[config.mk]
export PLATFORM = sky130hd
export DESIGN_NAME = csr_scheduler_flat
export DESIGN_NICKNAME = d
export VERILOG_FILES = /design/src/rtl/csr_scheduler_if.sv /design/src/rtl/csr_scheduler.sv /design/src/flat_wrapper.sv
export SDC_FILE = /design/constraint.sdc
export NUM_CORES = 1
export LEC_CHECK = 0
export CELL_PAD_IN_SITES_DETAIL_PLACEMENT = 0
export CELL_PAD_IN_SITES_GLOBAL_PLACEMENT = 1
export CORE_MARGIN = 2
export CORE_UTILIZATION = 29
export CTS_CLUSTER_SIZE = 8
export DETAILED_ROUTE_END_ITERATION = 10
export HOLD_SLACK_MARGIN = 0.06
export PLACE_DENSITY = 0.86
export RECOVER_POWER = 25
export SYNTH_ARGS = -nofsm -noshare
export SYNTH_HDL_FRONTEND = slang
export SYNTH_SLANG_ARGS = --single-unit
[constraint.sdc]
create_clock -name clk -period 2.04 [get_ports clk]
set_input_delay 0.306 -clock clk [delete_from_list [all_inputs] [get_ports clk]]
set_output_delay 0.306 -clock clk [all_outputs]
set_load 0.05 [all_outputs]
[src/rtl/csr_scheduler_if.sv]
// csr_scheduler_if: request and response channels between client logic and
// the csr_scheduler. Two requester valid/ready channels carry operands in and
// one valid/ready channel carries the complemented result and owner ID out.
// The master side is the client/consumer; the slave side is the scheduler.
interface csr_scheduler_if #(
    parameter int WIDTH = 4
);
    logic             req0_valid;
    logic [WIDTH-1:0] req0_data;
    logic             req0_ready;
    logic             req1_valid;
    logic [WIDTH-1:0] req1_data;
    logic             req1_ready;
    logic             rsp_valid;
    logic [WIDTH-1:0] rsp_data;
    logic             rsp_id;
    logic             rsp_ready;

    modport master (
        output req0_valid, req0_data, req1_valid, req1_data, rsp_ready,
        input  req0_ready, req1_ready, rsp_valid, rsp_data, rsp_id
    );

    modport slave (
        input  req0_valid, req0_data, req1_valid, req1_data, rsp_ready,
        output req0_ready, req1_ready, rsp_valid, rsp_data, rsp_id
    );
endinterface

[src/rtl/csr_scheduler.sv]
// csr_scheduler: shares one external serial two's-complement shift-register
// datapath between two requesters. Accepts an operand, strobes the datapath
// load for one cycle, waits LAT cycles for the serial complement to settle,
// captures the datapath output and returns it with the requester ID.
//
// Optional feature: define CSR_SCHED_RR_EN for round-robin arbitration between
// the two requesters; otherwise requester 0 has fixed priority.
module csr_scheduler #(
    parameter int WIDTH = 4,
    parameter int LAT   = 4
) (
    input  logic             clk,
    input  logic             set,
    csr_scheduler_if.slave   bus,
    output logic             csr_set,
    output logic [WIDTH-1:0] csr_din,
    input  logic [WIDTH-1:0] csr_dout,
    output logic             busy
);

    localparam int CNT_W = $clog2(LAT + 1);
    localparam logic [CNT_W-1:0] CNT_LAST = CNT_W'(LAT - 1);

    typedef enum logic [1:0] {
        IDLE = 2'd0,
        LOAD = 2'd1,
        RUN  = 2'd2,
        DONE = 2'd3
    } state_t;

    state_t           state;
    state_t           state_next;
    logic [CNT_W-1:0] cnt;
    logic [WIDTH-1:0] op;
    logic [WIDTH-1:0] res;
    logic             id;
    logic             grant0;
    logic             grant1;
    logic             accept;
    logic             cnt_last;

`ifdef CSR_SCHED_RR_EN
    logic rr_ptr;

    // Round-robin choice: the pointer breaks ties, a lone requester always wins
    always_comb begin
        grant0 = bus.req0_valid;
        grant1 = bus.req1_valid;
        if (bus.req0_valid && bus.req1_valid) begin
            grant0 = !rr_ptr;
            grant1 = rr_ptr;
        end
    end

    // Pointer moves to the requester that did not win, so it gets the next tie
    always_ff @(posedge clk) begin
        if (set) begin
            rr_ptr <= 1'b0;
        end else if (accept) begin
            rr_ptr <= grant0;
        end
    end
`else
    // Fixed priority: requester 0 always wins a tie
    always_comb begin
        grant0 = bus.req0_valid;
        grant1 = bus.req1_valid && !bus.req0_valid;
    end
`endif

    assign cnt_last = (cnt == CNT_LAST);

    // Readies only in IDLE and never while reset is asserted, so reset beats a handshake
    always_comb begin
        bus.req0_ready = 1'b0;
        bus.req1_ready = 1'b0;
        accept         = 1'b0;
        if (state == IDLE && !set) begin
            bus.req0_ready = grant0;
            bus.req1_ready = grant1;
            accept         = grant0 || grant1;
        end
    end

    // State register; reset drops any job in flight and returns to IDLE
    always_ff @(posedge clk) begin
        if (set) begin
            state <= IDLE;
        end else begin
            state <= state_next;
        end
    end

    // Next-state decode for the load / settle / respond sequence
    always_comb begin
        state_next = state;
        case (state)
            IDLE: if (accept)          state_next = LOAD;
            LOAD:                      state_next = RUN;
            RUN:  if (cnt_last)        state_next = DONE;
            DONE: if (bus.rsp_ready)   state_next = IDLE;
            default:                   state_next = IDLE;
        endcase
    end

    // Operand/ID capture on accept, settle counter and result capture during RUN
    always_ff @(posedge clk) begin
        if (set) begin
            op  <= '0;
            id  <= 1'b0;
            res <= '0;
            cnt <= '0;
        end else begin
            if (accept) begin
                op <= grant1 ? bus.req1_data : bus.req0_data;
                id <= grant1;
            end
            if (state == RUN) begin
                if (cnt_last) begin
                    cnt <= '0;
                    res <= csr_dout;
                end else begin
                    cnt <= cnt + 1'b1;
                end
            end
        end
    end

    assign csr_set      = set || (state == LOAD);
    assign csr_din      = op;
    assign busy         = (state != IDLE);
    assign bus.rsp_valid = (state == DONE);
    assign bus.rsp_data  = res;
    assign bus.rsp_id    = id;

endmodule

[src/flat_wrapper.sv]
// flat-port wrapper written by rule: the top's interface ports become plain ports
module csr_scheduler_flat 
#(
    parameter int WIDTH = 4,
    parameter int LAT   = 4
)
  (clk, set, csr_set, csr_din, csr_dout, busy, bus_req0_valid, bus_req0_data, bus_req1_valid, bus_req1_data, bus_rsp_ready, bus_req0_ready, bus_req1_ready, bus_rsp_valid, bus_rsp_data, bus_rsp_id);
  csr_scheduler_if #(.WIDTH(WIDTH)) bus_i ();
  input  logic clk;
  input  logic set;
  output logic csr_set;
  output logic [WIDTH-1:0] csr_din;
  input  logic [WIDTH-1:0] csr_dout;
  output logic busy;
  input wire logic [$bits(bus_i.req0_valid)-1:0] bus_req0_valid;
  input wire logic [$bits(bus_i.req0_data)-1:0] bus_req0_data;
  input wire logic [$bits(bus_i.req1_valid)-1:0] bus_req1_valid;
  input wire logic [$bits(bus_i.req1_data)-1:0] bus_req1_data;
  input wire logic [$bits(bus_i.rsp_ready)-1:0] bus_rsp_ready;
  output wire logic [$bits(bus_i.req0_ready)-1:0] bus_req0_ready;
  output wire logic [$bits(bus_i.req1_ready)-1:0] bus_req1_ready;
  output wire logic [$bits(bus_i.rsp_valid)-1:0] bus_rsp_valid;
  output wire logic [$bits(bus_i.rsp_data)-1:0] bus_rsp_data;
  output wire logic [$bits(bus_i.rsp_id)-1:0] bus_rsp_id;
  assign bus_i.req0_valid = bus_req0_valid;
  assign bus_i.req0_data = bus_req0_data;
  assign bus_i.req1_valid = bus_req1_valid;
  assign bus_i.req1_data = bus_req1_data;
  assign bus_i.rsp_ready = bus_rsp_ready;
  assign bus_req0_ready = bus_i.req0_ready;
  assign bus_req1_ready = bus_i.req1_ready;
  assign bus_rsp_valid = bus_i.rsp_valid;
  assign bus_rsp_data = bus_i.rsp_data;
  assign bus_rsp_id = bus_i.rsp_id;
  csr_scheduler #(.WIDTH(WIDTH), .LAT(LAT)) u_core (.clk(clk), .set(set), .bus(bus_i), .csr_set(csr_set), .csr_din(csr_din), .csr_dout(csr_dout), .busy(busy));
endmodule
Yosys cells after proc, flatten, opt, wreduce, memory -nomap -nowiden
Cells that the tools add are included.
- add/sub/neg operators: 1
- multipliers: 0
- div/mod/pow operators: 0
- order comparisons: 0
- equal/unequal tests: 7
- shift operators: 0
- muxes and demuxes: 9
- bitwise gates (word level): 0
- reductions and logical operators: 10
- operators by type and width (operator ; count):
    $pmux W2 S4 ; 1
    $mux W2 ; 3
    $eq A2 B2 Y1 const B ; 2
    $mux W4 ; 1
    $ne A2 B1 Y1 const B ; 2
    $add A3 B1 Y3 const B ; 1
    $eq A3 B2 Y1 const B ; 1
    $mux W1 ; 3
    $mux W3 ; 1
    $reduce_and A3 Y1 ; 1
    $eq A2 B1 Y1 const B ; 1
    $logic_and A1 B1 Y1 ; 2
    $logic_not A1 Y1 ; 2
    $logic_not A2 Y1 ; 1
    $logic_or A1 B1 Y1 ; 2
    $ne A2 B2 Y1 const B ; 1
    $reduce_and A2 Y1 ; 1
    $reduce_bool A2 Y1 ; 1
- register bits after elaboration: 14
- latch bits: 0
- RAM bits: 0
- memory bits (read-only): 0
- bits of input ports: 17
- output and inout bits: 14
- logic and storage cells: 32
- memories: 0

Logic depth before layout (Yosys ltp)
- depth in word-level cells: 6
- depth in mapped cells: 7
- depth with buffers taken out: 6

Worst setup path after synthesis
OpenSTA, ideal clock, no wires.
- path type: register to output
- start: reg u_core.state[0]
- end: out bus_req1_ready
- arrival: 1969 ps
- required time: 1734 ps
- slack: -235 ps
- cell stages (with the launch flop): 5
- path buffers: 0
- cells stage by stage: dfxtp_1 -> inv_1 -> ha_1 -> inv_2 -> nor3b_1
- word-level cells in the longest chain between the ends: 3
- ends and longest elaborated chain (item ; line ; text):
    start, declared ; csr_scheduler.sv:31 ; state_t state;
    start signal, assigned ; csr_scheduler.sv:90 ; state <= state_next;
    $logic_not A2 Y1 ; csr_scheduler.sv:78 ; if (state == IDLE && !set) begin
    $logic_and A1 B1 Y1 ; csr_scheduler.sv:78 ;
    $mux W1 ; csr_scheduler.sv:78 ;
    end, declared ; flat_wrapper.sv:21 ; output wire logic [$bits(bus_i.req1_ready)-1:0] bus_req1_ready;
Every way passes these cells.

Final worst setup path
- start: in set
- end: out csr_set
- word-level cells in the longest chain between the ends: 1
- ends and longest elaborated chain (item ; line ; text):
    start, declared ; flat_wrapper.sv:10 ; input logic set;
    $logic_or A1 B1 Y1 ; csr_scheduler.sv:129 ; assign csr_set = set || (state == LOAD);
    end, declared ; flat_wrapper.sv:11 ; output logic csr_set;
Every way passes these cells.

==> results.tsv <==
stage	metric	value	unit
detailed_routing	via_per_inst	4.61	
synth	async_flop_share	0	
floorplanning	die_w	53.4	µm
floorplanning	fp.coreArea	0.00225	mm²
clock_tree	post_cts_buffers	0	
final_layout	n_antenna_cell	0	
hold_path	min-delay-path-class	flip-flop to flip-flop	
setup_path	crit_fanout	10	
synth	yosysUniqueCellTypes	26	
timing	rsz0062_at_grt	false	
floorplanning	die_h	53.4	µm
synth	yosys.cell_count.top_type	dfxtp_1	
timing	fin_crit_sh	0.894	
clock_tree	cts_root_buf	clkbuf_4	
hold_path	whs_endpoint	u_core.cnt[2]	
synth	synth_top_flop_cell	dfxtp_1	
floorplanning	boundaryPins	31	
detailed_routing	drt_first_pass_iters	2	
clock_tree	cts_max_level	1	
placed_design	place_area	0.00107	mm²
synth	synth.ff_latch_count	14	
detailed_routing	vias	622	
final_layout	nets	131	
floorplanning	rows	17	
flow_run	cap_violations	0	
synth	synth_area_leaders	dfxtp_1, mux2i_1, ha_1, nand3b_1, nor2_1	
clock_tree	clk_path_buf_depth	2	
global_routing	grt_pass1_vias	582	
clock_tree	cts-buffers-inserted	3	
final_layout	synthToLayoutAreaGrowth	56.1	%
floorplanning	floorplan.initialDensity	0.314	
global_routing	grt_use_total	0.115	
setup_path	endpoint_kind	output port	
setup_path	r2r_slack	390	ps
placed_design	dp.final_hpwl	1240	µm
timing	setup_viol	0	
detailed_routing	totalWireLength	1550	µm
pwr	leakage	0.458	nW
setup_path	r2r-start	u_core.state[0]	
synth	syn_area	707	µm²
clock_tree	cts_hold_buf	0	
hold_path	hold_depth	2	
setup_path	timing_worst_setup_path_type	input port to output port	
synth	avgSynthCellArea	9.30	µm²
status	status	completed	
final_layout	finish.instance_area	0.00110	mm²
synth	synth_nets	99	
setup_path	r2r-end	u_core.state[0]	
setup_path	cp.required	1730	ps
synth	yosys-top-cells-count	dfxtp_1, mux2i_1, nor2_1	
pwr	ir_drop	0.715	mV
final_layout	register_area	280	µm²
global_routing	grt_max_degree	11	
clock_tree	clock-sinks	14	
timing	relSlewSlack	0.607	
global_routing	grt_antenna_before_repair	0	
pwr	power_density	1140	mW/mm²
detailed_routing	drtIter0Drc	5	
setup_path	start_kind	input port	
global_routing	grt_pass1_wl	2370	µm
detailed_routing	drc	0	
synth	synth_top_area_cell	dfxtp_1	
final_layout	drive_gt1_frac	0.150	
timing	fin_crit	1820	ps
timing	tns	0	ps
global_routing	overflow	0	
placed_design	gp_congestion	0.675	
synth	synth_edf_count	0	
timing	whs	463	ps
timing	slew_viol_final	0	
detailed_routing	wire_per_inst	11.4	µm
synth	yosys_warnings	0	
clock_tree	cts_tree	yes	
synth	ys_seq_area_frac	0.396	
clock_tree	clk_latency	280	ps
timing	fmax	548	MHz
placed_design	port_buffers	30	
timing	finClkSkew	7.09	ps
final_layout	multiInputGateArea	397	µm²
setup_path	worstRegToRegCells	5	
timing	worstMarginPinSlew	592	ps
pwr	total_power	1.25	mW
clock_tree	cts_resized	0	
clock_tree	clkTransAtPathRegs	80	ps
synth	yosysTopAreaCellShare	0.396	
synth	synth_cells	76	
final_layout	fillers	224	
floorplanning	die_area	0.00285	mm²
hold_path	min_from	u_core.cnt[2]	
setup_path	critical_path_arrival	1520	ps
timing	hold_viol_final	0	
detailed_routing	ant_nets	0	
==> layout make-up <==
class / instances / area share
multi-input cells: 52 / 0.359
clock buffers: 4 / 0.0329
well taps: 28 / 0.0317
flip-flops and latches: 14 / 0.254
inverters: 5 / 0.0170
repair buffers: 32 / 0.305
==> report_power, final <==
group | switching, mW | internal, mW | total, mW
sequential | 0.0399 | 0.330 | 0.370
clock | 0.0886 | 0.108 | 0.197
combinational | 0.414 | 0.274 | 0.688
total | 0.543 | 0.712 | 1.25
==> state kept, by name, summed over array words and instances, names as in the netlist <==
signal               flops
u_core.bus.rsp_data      4
u_core.state             2
u_core.bus.rsp_id        1
u_core.csr_din           4
u_core.cnt               3
==> metrics by stage <==
| step | std cells | setup slack, ps | util |
|---|---|---|---|
| global placement | 131 | 293 | 0.475 |
| CTS | 135 | 233 | 0.491 |
| floorplan | 76 | 255 | - |
| detailed placement | 131 | 219 | 0.475 |
| finish | 135 | 217 | 0.489 |
| global route | 135 | 153 | 0.489 |
==> how the worst max path moves through the flow <==
stage                    startpoint              end  slack [ps]  cells after the start
global route        u_core.state[0]   bus_req1_ready         150                      5
CTS                 u_core.state[0]   bus_req1_ready         230                      5
global placement                set          csr_set         290                      3
detailed placement              set  u_core.state[0]         220                      4
floorplan           u_core.state[0]   bus_req1_ready         250                      4
finish                          set          csr_set         220                      3
==> placed cells by master (no fill, tap or decap), types with 2 or more instances in the layout <==
cell,synthesis,routed
buf_4,0,3
nand3b_1,4,4
ha_1,6,6
nand3_1,2,2
nor3b_2,0,2
clkbuf_4,0,3
nor2_1,7,7
clkdlybuf4s50_1,0,24
a21oi_1,4,4
o21ai_1,4,4
a211oi_1,2,2
mux2i_1,8,8
dfxtp_1,14,14
or3_1,2,2
inv_1,4,4
buf_12,0,3
o21ai_0,2,2
==> logic make-up (layout without fill, tap and decap cells) <==
| family | after synthesis | in the layout | share of synthesized area |
|---|---|---|---|
| AO/OA/AOI/OAI | 14 | 14 | 0.115 |
| adder cells (fa/ha/maj) | 6 | 6 | 0.106 |
| buffers and inverters | 10 | 41 | 0.0566 |
| flip-flops | 14 | 14 | 0.396 |
| multiplexers | 9 | 9 | 0.129 |
| AND/OR/NAND/NOR | 23 | 23 | 0.196 |
==> critical path, cell delays in order <==
cell and delay (ps):
dlygate4sd3_1 680, or2_2 370, buf_12 150
==> routing by layer <==
layer,share of wire,global-route usage
met5,0,0
met4,0.011,0.0513
met2,0.44,0.210
met1,0.43,0.118
met3,0.12,0.0339
(Power assumes the default switching activity.)
